$ cat src/rtl/sram_bus_arbiter_pkg.sv
// Shared types for the two-master SRAM port arbiter.
// The state encoding is one-hot, so each grant output is a single state flop bit.
package sram_bus_arbiter_pkg;

    typedef enum logic [3:0] {
        ARB_IDLE = 4'b0001,
        ARB_OWN0 = 4'b0010,
        ARB_OWN1 = 4'b0100,
        ARB_TURN = 4'b1000
    } arb_state_e;

    localparam int HOLD_MAX_DEFAULT = 64;
    localparam int WEN_W            = 4;

endpackage

$ cat src/rtl/sram_bus_arbiter_pick2.sv
// Combinational winner select between dcache (0) and icache (1).
// ARB_ROUND_ROBIN_EN: ties go to the port that did not own the bus last; otherwise port 0 wins ties.
module arb_pick2 (
    input  logic req0_i,
    input  logic req1_i,
    input  logic last_owner_i,
    output logic gnt0_o,
    output logic gnt1_o
);

`ifdef ARB_ROUND_ROBIN_EN
    assign gnt0_o = req0_i & (~req1_i | last_owner_i);
    assign gnt1_o = req1_i & (~req0_i | ~last_owner_i);
`else
    logic unused_last_owner;
    assign unused_last_owner = last_owner_i;

    assign gnt0_o = req0_i;
    assign gnt1_o = req1_i & ~req0_i;
`endif

endmodule

$ cat src/rtl/sram_bus_arbiter.sv
// Shares one SRAM-style memory port between dcache (m0) and icache (m1), one whole burst at a time.
// Tie policy comes from arb_pick2 (fixed priority, or round robin when ARB_ROUND_ROBIN_EN is defined).
module sram_bus_arbiter
    import sram_bus_arbiter_pkg::*;
#(
    parameter int AW       = 32,
    parameter int DW       = 32,
    parameter int HOLD_MAX = HOLD_MAX_DEFAULT
) (
    input  logic             clk,
    input  logic             rst,

    input  logic             m0_en,
    input  logic [WEN_W-1:0] m0_wen,
    input  logic [AW-1:0]    m0_addr,
    input  logic [DW-1:0]    m0_wdata,
    output logic             m0_gnt,
    output logic [DW-1:0]    m0_rdata,
    output logic             m0_rvalid,

    input  logic             m1_en,
    input  logic [WEN_W-1:0] m1_wen,
    input  logic [AW-1:0]    m1_addr,
    input  logic [DW-1:0]    m1_wdata,
    output logic             m1_gnt,
    output logic [DW-1:0]    m1_rdata,
    output logic             m1_rvalid,

    output logic             sram_en,
    output logic [WEN_W-1:0] sram_wen,
    output logic [AW-1:0]    sram_addr,
    output logic [DW-1:0]    sram_wdata,
    input  logic [DW-1:0]    sram_rdata,
    input  logic             sram_rvalid,

    output logic             hold_err
);

    localparam int            CW       = $clog2(HOLD_MAX + 1);
    localparam logic [CW-1:0] HOLD_LIM = CW'(HOLD_MAX);

    arb_state_e     state_q, state_d;
    logic           last_owner_q, last_owner_d;
    logic [CW-1:0]  hold_cnt_q, hold_cnt_d;
    logic           hold_err_q, hold_err_d;
    logic           pick0, pick1;
    logic           own0, own1, other_waiting;

    arb_pick2 u_pick (
        .req0_i       (m0_en),
        .req1_i       (m1_en),
        .last_owner_i (last_owner_q),
        .gnt0_o       (pick0),
        .gnt1_o       (pick1)
    );

    assign own0          = (state_q == ARB_OWN0);
    assign own1          = (state_q == ARB_OWN1);
    assign other_waiting = (own0 & m1_en) | (own1 & m0_en);

    always_ff @(posedge clk or posedge rst) begin
        if (rst) begin
            state_q      <= ARB_IDLE;
            last_owner_q <= 1'b1;
            hold_cnt_q   <= '0;
            hold_err_q   <= 1'b0;
        end else begin
            state_q      <= state_d;
            last_owner_q <= last_owner_d;
            hold_cnt_q   <= hold_cnt_d;
            hold_err_q   <= hold_err_d;
        end
    end

    // A request arriving as the owner releases is only looked at again from IDLE, after TURN.
    always_comb begin
        state_d      = state_q;
        last_owner_d = last_owner_q;
        case (state_q)
            ARB_IDLE: begin
                if (pick0) begin
                    state_d      = ARB_OWN0;
                    last_owner_d = 1'b0;
                end else if (pick1) begin
                    state_d      = ARB_OWN1;
                    last_owner_d = 1'b1;
                end
            end
            ARB_OWN0: if (!m0_en) state_d = ARB_TURN;
            ARB_OWN1: if (!m1_en) state_d = ARB_TURN;
            ARB_TURN: state_d = ARB_IDLE;
            default:  state_d = ARB_IDLE;
        endcase
    end

    // Starvation watchdog: only flags, the burst is never cut short.
    always_comb begin
        hold_cnt_d = hold_cnt_q;
        hold_err_d = hold_err_q;
        if (!(own0 | own1)) begin
            hold_cnt_d = '0;
        end else if (other_waiting && (hold_cnt_q != HOLD_LIM)) begin
            hold_cnt_d = hold_cnt_q + 1'b1;
            if (hold_cnt_q == HOLD_LIM - 1'b1) hold_err_d = 1'b1;
        end
    end

    assign m0_gnt   = own0;
    assign m1_gnt   = own1;
    assign hold_err = hold_err_q;

    always_comb begin
        sram_en    = 1'b0;
        sram_wen   = '0;
        sram_addr  = '0;
        sram_wdata = '0;
        m0_rdata   = '0;
        m0_rvalid  = 1'b0;
        m1_rdata   = '0;
        m1_rvalid  = 1'b0;
        if (own0) begin
            sram_en    = m0_en;
            sram_wen   = m0_wen;
            sram_addr  = m0_addr;
            sram_wdata = m0_wdata;
            m0_rdata   = sram_rdata;
            m0_rvalid  = sram_rvalid;
        end else if (own1) begin
            sram_en    = m1_en;
            sram_wen   = m1_wen;
            sram_addr  = m1_addr;
            sram_wdata = m1_wdata;
            m1_rdata   = sram_rdata;
            m1_rvalid  = sram_rvalid;
        end
    end

endmodule

$ cat config.mk
export PLATFORM = sky130hd
export DESIGN_NAME = sram_bus_arbiter
export DESIGN_NICKNAME = d
export VERILOG_FILES = /design/src/rtl/sram_bus_arbiter_pkg.sv /design/src/rtl/sram_bus_arbiter_pick2.sv /design/src/rtl/sram_bus_arbiter.sv
export SDC_FILE = /design/constraint.sdc
export NUM_CORES = 1
export LEC_CHECK = 0
export ABC_CLOCK_PERIOD_IN_PS = 3400
export CAP_MARGIN = 20
export CORE_AREA = 2 2 122 124
export CTS_CLUSTER_DIAMETER = 120
export DETAILED_ROUTE_END_ITERATION = 12
export DIE_AREA = 0 0 124 126
export GPL_TIMING_DRIVEN = 0
export SETUP_SLACK_MARGIN = 0.02
export SLEW_MARGIN = 40
export SYNTH_ARGS = -nofsm -noshare
export SYNTH_HDL_FRONTEND = slang
export SYNTH_SLANG_ARGS = --single-unit
$ cat constraint.sdc
create_clock -name clk -period 3.4 [get_ports clk]
set_clock_uncertainty 0.05 [all_clocks]
set_input_delay 0.34 -clock clk [delete_from_list [all_inputs] [get_ports clk]]
set_output_delay 0.34 -clock clk [all_outputs]
set_load 0.03 [all_outputs]
==> flow_metrics.env, run 1 <==
export IMPL_run_status="finished clean"
export IMPL_grt_max_degree=13
export IMPL_cts_made_buffers=3
export IMPL_fin_crit_ns=3.15
export IMPL_ctsHoldBuffers=0
export IMPL_power_leakage_nw=2.03
export IMPL_drive_above_1_share_pct=4.76
export IMPL_grt_pass1_wl_um=18900
export IMPL_totalWireLength_um=13700
export IMPL_critPathLaunchType="register"
export IMPL_yosysTopAreaCell="a22o_1"
export IMPL_worst_path_largest_cell_delay_ns=0.71
export IMPL_synth_top_area_share_pct=32.7
export IMPL_design_core_area_um2=14300
export IMPL_cts_buffer_depth=2
export IMPL_synth_commonest_cells="a22o_1 (69), and2_1 (67), buf_2 (13)"
export IMPL_crit_path_end_kind="primary output"
export IMPL_io_buffers=310
export IMPL_async_flop_share_pct=100
export IMPL_fin_crit_sh_pct=92.7
export IMPL_drt_iter0_markers=89
export IMPL_synth_avg_cell_area_um2=7.98
export IMPL_gp_congestion=0.853
export IMPL_ys_seq_area_share_pct=16.3
export IMPL_fillerInstances=1467
export IMPL_cpMaxStageDelayCell="clkdlybuf4s50_1"
export IMPL_syn_area_um2=1850
export IMPL_relSlewSlack_pct=62.2
export IMPL_worstMarginPinSlew_ns=0.566
export IMPL_worst_ir_drop_vdd_v=0.000178
export IMPL_synth_most_common_cell="a22o_1"
export IMPL_critPathArrivalTime_ns=2.76
export IMPL_synth_cell_types=33
export IMPL_synthTopCellsByArea="a22o_1 (33%), and2_1 (23%), dfrtp_1 (15%), buf_2 (3.5%), clkbuf_1 (2.2%)"
export IMPL_nets=722
export IMPL_avgViaCountPerCell=4.25
export IMPL_routedWlPerCell_um=18.7
export IMPL_tritoncts="done"
export IMPL_setup_violations=0
export IMPL_hold_ws_ns=0.373
export IMPL_max_freq_ghz=0.317
export IMPL_grt_overflow=0
export IMPL_ios=311
export IMPL_pre_cts_slack_ns=-0.128
export IMPL_min_path_type="in2async"
export IMPL_fin_cells=730
export IMPL_cts_sinks=12
export IMPL_initial_core_util_pct=12.9
export IMPL_clk_pin_slew_ns=0.04
export IMPL_clk_latency_ns=0.24
export IMPL_critPathMaxFanout=10
export IMPL_rows=44
export IMPL_post_dp_cell_area_um2=5180
export IMPL_postCtsSetupBuffers=0
export IMPL_hold_viol=0
export IMPL_drv_slew=0
export IMPL_antenna_found_initial=1
export IMPL_dr_pass1_iters=4
export IMPL_synth_warnings=0
export IMPL_rsz0062_at_grt="no"
export IMPL_die_h_um=126
export IMPL_root_buffer="clkbuf_16"
export IMPL_die_w_um=124
export IMPL_final_cell_area_um2=5280
export IMPL_vias=3105
export IMPL_ys_seq_elements=12
export IMPL_synth_ff_type="dfrtp_1"
export IMPL_required_ns=3.01
export IMPL_layout_setup_ws_ns=0.247
export IMPL_reg2reg_slack_ns=1.48
export IMPL_area_growth_syn_to_layout_pct=186
export IMPL_grt_pass1_vias=3222
export IMPL_dieArea_um2=15600
export IMPL_synth_nets=407
export IMPL_drv_cap=0
export IMPL_antenna_cells=0
export IMPL_crit_path_cell_trace="clkbuf_1 -> nor3_4 -> clkbuf_2 -> buf_2 -> a22o_1 -> clkdlybuf4s50_1"
export IMPL_synth_enable_flop_cells=0
export IMPL_setup_worst_path_class="reg2out"
export IMPL_htree_levels=1
export IMPL_ant_nets=0
export IMPL_grtUsageTotal_pct=16.0
export IMPL_dp_hpwl_um=11900
export IMPL_p_per_area_nw_per_um2=455
export IMPL_synthCells=232
export IMPL_drc=0
export IMPL_placed_cells=726
-- placed cells by master (no fill, tap or decap), drive strengths merged --
cell and n:
nor2 4, nand2 5, a21oi 3, clkdlybuf4s50 310, buf 15, nor3 5
o211ai 2, o22ai 1, or4 2, nor4b 3, a2111o 1, and2 67
xnor2 2, nand3b 3, dfrtp 11, a211o 3, o31ai 3, mux2i 1
a22o 69, clkbuf 15, nand3 3, ha 2, or2 1, dfstp 1
nand2b 4, o21ai 2, or2b 1, xor2 1, inv 6
-- final cells by class --
class | count | area (um^2) | area share [%]
Buffer | 26 | 129 | 2.44
Multi-Input combinational cell | 188 | 1420 | 26.9
Clock buffer | 4 | 78.8 | 1.49
Tap cell | 184 | 230 | 4.36
Sequential cell | 12 | 302 | 5.71
Inverter | 6 | 22.5 | 0.426
Timing Repair Buffer | 310 | 3100 | 58.7
-- cells by family (layout without fill, tap and decap cells) --
logic type	Yosys count	in the layout	share of synthesized area, %
simple gates	98	98	34.0
compound gates	84	84	38.4
buf+inv	32	346	7.98
flops	12	12	16.3
xor+xnor	3	3	1.42
fa+ha+maj	2	2	1.35
mux	1	1	0.541
-- critical path, delay by kind of cell, from the launching register on --
kind,cells,cell delay (ns)
flip-flops,1,0.35
AO/OA/AOI/OAI,1,0.19
AND/OR/NAND/NOR,1,0.37
buffers and inverters,4,1.61
-- flip-flops by register name, indices dropped and copies added, names as in the netlist --
signal and cells:
hold_err 1, hold_cnt_q 7, state_q 4
-- worst paths after layout --
path,from,to,cells past startpoint
worst max-delay path,state_q[3],sram_wdata[18],6
worst min-delay path,rst,hold_err,2
max in group asynchronous,rst,state_q[0],2
worst min register to register,hold_err,hold_err,1
worst max register to register,state_q[0],state_q[0],5
min in group clk,hold_err,hold_err,1
-- metrics by stage --
stage          util (%)  setup TNS, ns  power, mW
5_1_grt            36.9              0       2.52
4_1_cts            36.8              0       2.41
3_5_place_dp       36.2          -5.62       2.17
3_3_place_gp       36.2          -3.70       2.16
6_report           36.9              0       2.40
2_1_floorplan         -              0       1.27
-- routing by layer --
metal	part of all wire, %	GRT usage, %	up-vias
li1	-	-	1490
met5	0.088	0	-
met2	47	28.5	198
met4	2.0	3.50	2
met1	39	18.3	1395
met3	12	5.21	20
-- timing repair --
item | 4_1_cts | 5_1_grt
gates cloned | 0 | 0
resized for setup | 3 | 2
endpoints found under the setup margin | 74 | 4
-- where the power goes --
group	internal, mW	leakage, nW	switching (mW)
registers	0.168	0.162	0.00791
clock network	0.158	0.0382	0.0637
logic	0.898	1.83	1.11
Power figures use the tool's default switching activity.
==> inputs of run 2 (changes only) <==
--- a/config.mk
+++ b/config.mk
@@ -11,7 +11,9 @@
 export CTS_CLUSTER_DIAMETER = 120
 export DETAILED_ROUTE_END_ITERATION = 12
 export DIE_AREA = 0 0 124 126
+export GPL_ROUTABILITY_DRIVEN = 1
 export GPL_TIMING_DRIVEN = 0
+export HOLD_SLACK_MARGIN = 0.02
 export SETUP_SLACK_MARGIN = 0.02
 export SLEW_MARGIN = 40
 export SYNTH_ARGS = -nofsm -noshare
==> results of run 2 <==
Same layout as run 1: the final DEF is identical, and so are final timing and power.
